**src/rtl/cm3_excl_mon_mp_if.sv**
```systemverilog
// rtl/cm3_excl_mon_mp_if.sv - address-phase bus bundle between the bus matrix and the exclusive monitor
interface cm3_excl_mon_mp_if #(
    parameter int AW      = 32,
    parameter int MASTERS = 4
);
    localparam int ID_W = (MASTERS > 1) ? $clog2(MASTERS) : 1;

    logic               halted;
    logic               valid;
    logic [AW-1:0]      haddr;
    logic               hwrite;
    logic               exreq;
    logic [ID_W-1:0]    mid;
    logic               clrex;
    logic [ID_W-1:0]    clrex_id;
    logic               exresp;
    logic               hwriteout;
    logic [MASTERS-1:0] mon_valid;

    // Fabric side: drives the address phase, observes the monitor verdict
    modport master (
        output halted, valid, haddr, hwrite, exreq, mid, clrex, clrex_id,
        input  exresp, hwriteout, mon_valid
    );

    // Monitor side
    modport slave (
        input  halted, valid, haddr, hwrite, exreq, mid, clrex, clrex_id,
        output exresp, hwriteout, mon_valid
    );
endinterface

```
**src/rtl/cm3_excl_mon_mp.sv**
```systemverilog
// rtl/cm3_excl_mon_mp.sv - multi-master LDREX/STREX exclusive-access monitor with per-master reservations
module cm3_excl_mon_mp #(
    parameter int AW        = 32,
    parameter int MASTERS   = 4,
    parameter int GRAN_LOG2 = 2,
    parameter int TIMEOUT   = 128
) (
    input  logic                    clk_i,
    input  logic                    reset_i,
    cm3_excl_mon_mp_if.slave        bus
);
    localparam int ID_W  = (MASTERS > 1) ? $clog2(MASTERS) : 1;
    localparam int TAG_W = AW - GRAN_LOG2;
    localparam int CNT_W = (TIMEOUT > 1) ? $clog2(TIMEOUT) : 1;
    localparam logic [CNT_W-1:0] CNT_INIT = (TIMEOUT > 0) ? CNT_W'(TIMEOUT - 1) : '0;
    localparam logic TO_EN = (TIMEOUT != 0);

    logic [MASTERS-1:0] valid_q, valid_d;
    logic [TAG_W-1:0]   tag_q [MASTERS];
    logic [TAG_W-1:0]   tag_d [MASTERS];
    logic [CNT_W-1:0]   cnt_q [MASTERS];
    logic [CNT_W-1:0]   cnt_d [MASTERS];
    logic               exresp_q, exresp_d;

    logic [TAG_W-1:0]   addr_tag;
    logic [MASTERS-1:0] match;
    logic [MASTERS-1:0] own;
    logic [MASTERS-1:0] clr_own;
    logic               mid_ok;
    logic               ex_rd;
    logic               ex_wr;
    logic               nrm_wr;
    logic               pass;
    logic               hwriteout;

    // Low address bits below the granule never take part in the tag compare
    logic unused_addr;
    assign unused_addr = ^bus.haddr;

    // Decode the address phase, the per-entry match, and the next reservation state
    always_comb begin
        addr_tag = bus.haddr[AW-1:GRAN_LOG2];
        match    = '0;
        own      = '0;
        clr_own  = '0;
        for (int i = 0; i < MASTERS; i++) begin
            match[i]   = valid_q[i] && (tag_q[i] == addr_tag);
            own[i]     = (bus.mid == ID_W'(i));
            clr_own[i] = (bus.clrex_id == ID_W'(i));
        end
        // An ID beyond the table has no entry, so its traffic is treated as ordinary
        mid_ok = |own;
        ex_rd  = bus.valid && bus.exreq && !bus.hwrite && mid_ok;
        ex_wr  = bus.valid && bus.exreq &&  bus.hwrite && mid_ok;
        nrm_wr = bus.valid && bus.hwrite && !(bus.exreq && mid_ok);
        pass   = ex_wr && |(match & own);

        hwriteout = bus.hwrite && !(ex_wr && !pass);
        exresp_d  = !(ex_rd || pass);

        valid_d = valid_q;
        tag_d   = tag_q;
        cnt_d   = cnt_q;
        for (int i = 0; i < MASTERS; i++) begin
            logic expired;
            logic clear;
            // Expiry still leaves the entry valid for this cycle's compare; it drops at the edge
            expired = TO_EN && valid_q[i] && !bus.halted && (cnt_q[i] == '0);
            clear   = (ex_wr && own[i])
                    || (pass && match[i])
                    || (nrm_wr && match[i])
                    || (bus.clrex && clr_own[i])
                    || expired;
            if (TO_EN && valid_q[i] && !bus.halted && (cnt_q[i] != '0)) begin
                cnt_d[i] = cnt_q[i] - CNT_W'(1);
            end
            if (ex_rd && own[i]) begin
                valid_d[i] = 1'b1;
                tag_d[i]   = addr_tag;
                cnt_d[i]   = CNT_INIT;
            end else if (clear) begin
                valid_d[i] = 1'b0;
                cnt_d[i]   = '0;
            end
        end
    end

    // Reservation table and data-phase response register
    always_ff @(posedge clk_i) begin
        if (reset_i) begin
            valid_q  <= '0;
            exresp_q <= 1'b1;
            for (int i = 0; i < MASTERS; i++) begin
                tag_q[i] <= '0;
                cnt_q[i] <= '0;
            end
        end else begin
            valid_q  <= valid_d;
            exresp_q <= exresp_d;
            for (int i = 0; i < MASTERS; i++) begin
                tag_q[i] <= tag_d[i];
                cnt_q[i] <= cnt_d[i];
            end
        end
    end

    assign bus.hwriteout = hwriteout;
    assign bus.exresp    = exresp_q;
    assign bus.mon_valid = valid_q;
endmodule
```
**src/flat_wrapper.sv**
```systemverilog
// flat-port wrapper written by rule: the top's interface ports become plain ports
module cm3_excl_mon_mp_flat 
#(
    parameter int AW        = 32,
    parameter int MASTERS   = 4,
    parameter int GRAN_LOG2 = 2,
    parameter int TIMEOUT   = 128
)
  (clk_i, reset_i, bus_halted, bus_valid, bus_haddr, bus_hwrite, bus_exreq, bus_mid, bus_clrex, bus_clrex_id, bus_exresp, bus_hwriteout, bus_mon_valid);
  cm3_excl_mon_mp_if #(.AW(AW), .MASTERS(MASTERS)) bus_i ();
  input  logic clk_i;
  input  logic reset_i;
  input wire logic [$bits(bus_i.halted)-1:0] bus_halted;
  input wire logic [$bits(bus_i.valid)-1:0] bus_valid;
  input wire logic [$bits(bus_i.haddr)-1:0] bus_haddr;
  input wire logic [$bits(bus_i.hwrite)-1:0] bus_hwrite;
  input wire logic [$bits(bus_i.exreq)-1:0] bus_exreq;
  input wire logic [$bits(bus_i.mid)-1:0] bus_mid;
  input wire logic [$bits(bus_i.clrex)-1:0] bus_clrex;
  input wire logic [$bits(bus_i.clrex_id)-1:0] bus_clrex_id;
  output wire logic [$bits(bus_i.exresp)-1:0] bus_exresp;
  output wire logic [$bits(bus_i.hwriteout)-1:0] bus_hwriteout;
  output wire logic [$bits(bus_i.mon_valid)-1:0] bus_mon_valid;
  assign bus_i.halted = bus_halted;
  assign bus_i.valid = bus_valid;
  assign bus_i.haddr = bus_haddr;
  assign bus_i.hwrite = bus_hwrite;
  assign bus_i.exreq = bus_exreq;
  assign bus_i.mid = bus_mid;
  assign bus_i.clrex = bus_clrex;
  assign bus_i.clrex_id = bus_clrex_id;
  assign bus_exresp = bus_i.exresp;
  assign bus_hwriteout = bus_i.hwriteout;
  assign bus_mon_valid = bus_i.mon_valid;
  cm3_excl_mon_mp #(.AW(AW), .MASTERS(MASTERS), .GRAN_LOG2(GRAN_LOG2), .TIMEOUT(TIMEOUT)) u_core (.clk_i(clk_i), .reset_i(reset_i), .bus(bus_i));
endmodule
```
**config.mk**
```make
export PLATFORM = sky130hd
export DESIGN_NAME = cm3_excl_mon_mp_flat
export DESIGN_NICKNAME = d
export VERILOG_FILES = /design/src/rtl/cm3_excl_mon_mp_if.sv /design/src/rtl/cm3_excl_mon_mp.sv /design/src/flat_wrapper.sv
export SDC_FILE = /design/constraint.sdc
export NUM_CORES = 1
export LEC_CHECK = 0
export CORE_MARGIN = 1.5
export CORE_UTILIZATION = 30
export CTS_CLUSTER_SIZE = 10
export DETAILED_ROUTE_END_ITERATION = 6
export PLACE_DENSITY = 0.49
export SKIP_LAST_GASP = 1
export SLEW_MARGIN = 20
export SYNTH_ARGS = -nofsm -noshare
export SYNTH_HDL_FRONTEND = slang
export SYNTH_SLANG_ARGS = --single-unit
```
**constraint.sdc**
```tcl
create_clock -name clk_i -period 8.4 [get_ports clk_i]
set_input_delay 1.68 -clock clk_i [delete_from_list [all_inputs] [get_ports clk_i]]
set_output_delay 1.68 -clock clk_i [all_outputs]
set_load 0.02 [all_outputs]
```
==> key figures <==
Outcome
  – Status: complete, no violations

Finish
  – Most frequent cells in the layout: nand2_1, dfxtp_1, a21oi_1
  – Final instance area: 0.008770 mm2
  – # nets final: 1021
  – Share of layout cells above drive strength 1: 0.05167
  – Ant diodes: 0
  – Synth-to-Final Area Change: 16.82%
  – Most common cell after layout, fill and taps aside: nand2_1

Pwr
  – Pwr/cell area: slightly below 200 mW/mm2
  – Max VDD drop: around 120 uV
  – Leakage Power: 0.002651 uW

Synthesis
  – Register bit count reported by yosys: 153
  – Cells after synthesis: between 900 and 1000
  – Asr flop ratio synth: 0
  – Synth Area per Inst: 7.716 um2
  – YS warnings: 0
  – EDFF count, synth: 0
  – Syn Std Cell Area: 0.007507 mm2
  – Seq/Total Area, Yosys: 0.4080
  – Post-synth top flop: dfxtp_1
  – Unique cell type count in the Yosys netlist: 48
  – Syn Nets: 1020

Setup path
  – Setup crit end: bus_hwriteout
  – Max stage delay on crit path: 0.62 ns
  – R2R Path Start: u_core.tag_q[14]$_SDFFE_PP0P_
  – Crit path max fanout: 8
  – Crit-path cells: clkdlybuf4s50_1 -> xnor2_1 -> nand4_1 -> or4_1 -> or4_1 -> o2111a_2 -> a31oi_1 -> clkdlybuf4s50_1
  – CP arrival: approximately 5.2 ns
  – Setup crit start kind: primary input
  – Slowest-stage cell, CP: clkdlybuf4s50_1
  – Setup crit start: bus_haddr[16]
  – Reg-to-reg setup timing slack: 5.33 ns
  – Worst setup EP type: output port
  – CP Data Required Time: about 6.7 ns
  – Worst reg2reg path depth: 7
  – Reg-to-reg critical path endpoint: u_core.cnt_q[24]$_SDFFE_PP0P_
  – Crit path kind: primary input to output port

STA
  – Final Hold Fails: 0
  – Worst-Margin Slew: about 1 ns
  – Period utilization: 0.8162
  – RSZ-0062 raised after global routing: false
  – Setup TNS: 0 ns
  – Highest Clock Rate: ~0.15 GHz
  – Slew headroom: 0.3166
  – Fin worst setup slack: between 1.5 and 2 ns
  – Setup violators final: 0
  – Clock Skews: 0.01264 ns
  – Final number of max-transition violations: 0
  – Tmin final: 6.856 ns

Clocking
  – CTS tree: done
  – Clk slew on worst S/H paths: 0.06 ns
  – Htree depth: 4
  – Clock buffer count from CTS: 17
  – # Post-CTS Setup Buffers: 0
  – Worst-skew pair later-pin latency: approximately 0.43 ns
  – Post-CTS sizing: 0
  – Clock tree buffer depth: 2
  – Hold-fix buffers, CTS: 0
  – Root Buffer: clkbuf_16
  – Clk sink count: 153

Place
  – DPL Wire Length: ~15000 um
  – DP Worst Slack: 1.540 ns
  – PortBufs: 46
  – DP Area: a little over 0.008 mm2
  – GP Congestion: 0.8091

Drt
  – Vias: approximately 6400
  – Residual DRC count: 0
  – Top sig layer: met4
  – Wire length on met3: 885 um
  – Total Wirelength: 22040 um
  – DR vias/cell: slightly below 5
  – Pre-Repair DR Iteration Count: 5
  – Detail Route Antenna Nets: 0
  – Initial DRC count: between 500 and 600
  – Met2 WL post-DR: 10050 um
  – Drt wl/cell: 16.81 um
  – M1 wire length: 10940 um

Die
  – IO Pins: between 40 and 50
  – Die width: 161.2 um
  – Core Region: 0.02446 mm2
  – Initial core utilization: 0.3069
  – Cell Rows: 57
  – Die area: approximately 0.026 mm2
  – Die H: 161.2 um

GRT
  – First-pass GRT wire length: around 35000 um
  – Antenna violations before repair: 0
  – Grt ovf: 0
  – Vias in the first global route: roughly 6000
  – Pin count of the biggest net entering global routing: 90
  – Gr usage total: 0.1761

Hold path
  – Worst hold path class: register to register

Job
  – Max-cap violations: 0
## registers in the layout (all words and copies together), names as in the netlist
| signal | count |
|---|---|
| u_core.tag_q | 120 |
| u_core.bus.mon_valid | 4 |
| u_core.cnt_q | 28 |
| u_core.bus.exresp | 1 |
## worst max-delay path, delay by kind of cell
kind | cells | cell delay [ns]
simple gates | 3 | 1.25
compound gates | 2 | 0.57
buf+inv | 2 | 1.22
xor+xnor | 1 | 0.45
## worst min-delay path by stage
stage	from	endpoint	slack, ns	cells past startpoint
floorplan	u_core.tag_q[19]$_SDFFE_PP0P_	u_core.tag_q[19]$_SDFFE_PP0P_	0.45	2
global placement	u_core.tag_q[83]$_SDFFE_PP0P_	u_core.tag_q[83]$_SDFFE_PP0P_	0.45	2
detailed placement	u_core.tag_q[110]$_SDFFE_PP0P_	u_core.tag_q[110]$_SDFFE_PP0P_	0.46	2
CTS	u_core.tag_q[111]$_SDFFE_PP0P_	u_core.tag_q[111]$_SDFFE_PP0P_	0.47	2
global route	u_core.tag_q[37]$_SDFFE_PP0P_	u_core.tag_q[37]$_SDFFE_PP0P_	0.48	2
finish	u_core.tag_q[90]$_SDFFE_PP0P_	u_core.tag_q[90]$_SDFFE_PP0P_	0.47	2
## final cells by class
| class | count | area (um2) |
|---|---|---|
| sequential | 153 | 3063 |
| inverter | 14 | 52.55 |
| fill | 2559 | 15690 |
| timing repair buffer | 56 | 533.0 |
| tap | 324 | 405.4 |
| multi-input combinational | 732 | 4105 |
| clock buffer | 20 | 446.7 |
| clock inverter | 12 | 163.9 |
## synthesized netlist by cell type, drive strengths merged (2+ instances only)
cell     number  area share
o21a          2      0.0020
or3           2      0.0017
a21oi       145       0.097
o2111ai       2      0.0023
o31ai         4      0.0040
nor4         13       0.011
nor3         32       0.021
nand2       261        0.13
nor4bb        2      0.0027
mux2i         2      0.0027
xnor2       113        0.13
and2          2      0.0017
xor2         14       0.016
o22ai         2      0.0017
dfxtp       153        0.41
nor2         18      0.0090
nand2b        8      0.0067
nand4        40       0.033
buf          13      0.0095
nor2b         5      0.0042
o21ai        19       0.013
a211oi        3      0.0080
o41ai         2      0.0023
a31oi         4      0.0042
or4           4      0.0040
ha            4      0.0067
nand3        12      0.0080
nand3b        4      0.0040
inv          14      0.0070
a21o          2      0.0020
clkbuf       61       0.031
## metal layers
layer / up-vias / track usage
li1: 3269 / -
met1: 2977 / 0.2433
met4: 0 / 0.03956
met3: 13 / 0.03595
met5: - / 0
met2: 115 / 0.2821
## power by group
| group | total [uW] | internal [uW] | switching [uW] |
|---|---|---|---|
| registers | 747 | 737 | 9.33 |
| logic | 157 | 60.6 | 96.6 |
| clock network | 808 | 480 | 328 |
## cell families after synthesis
kind of cell	Yosys count	share of synthesized area
AO/OA/AOI/OAI	191	0.1433
multiplexers	2	0.002667
flip-flops	153	0.4080
XOR/XNOR	127	0.1492
AND/OR/NAND/NOR	408	0.2432
adder cells (fa/ha/maj)	4	0.006667
buffers and inverters	88	0.04700
## stage by stage
stage	cells	utilization	power (uW)	hold slack [ns]
after global routing	1311	0.3585	1778	0.4796
after global placement	1279	0.3333	920.9	0.4531
after detailed placement	1279	0.3333	920.8	0.4591
final	1311	0.3585	1712	0.4650
after CTS	1311	0.3582	1732	0.4674
after floorplan	973	-	864.4	0.4478
(Power assumes the default switching activity.)
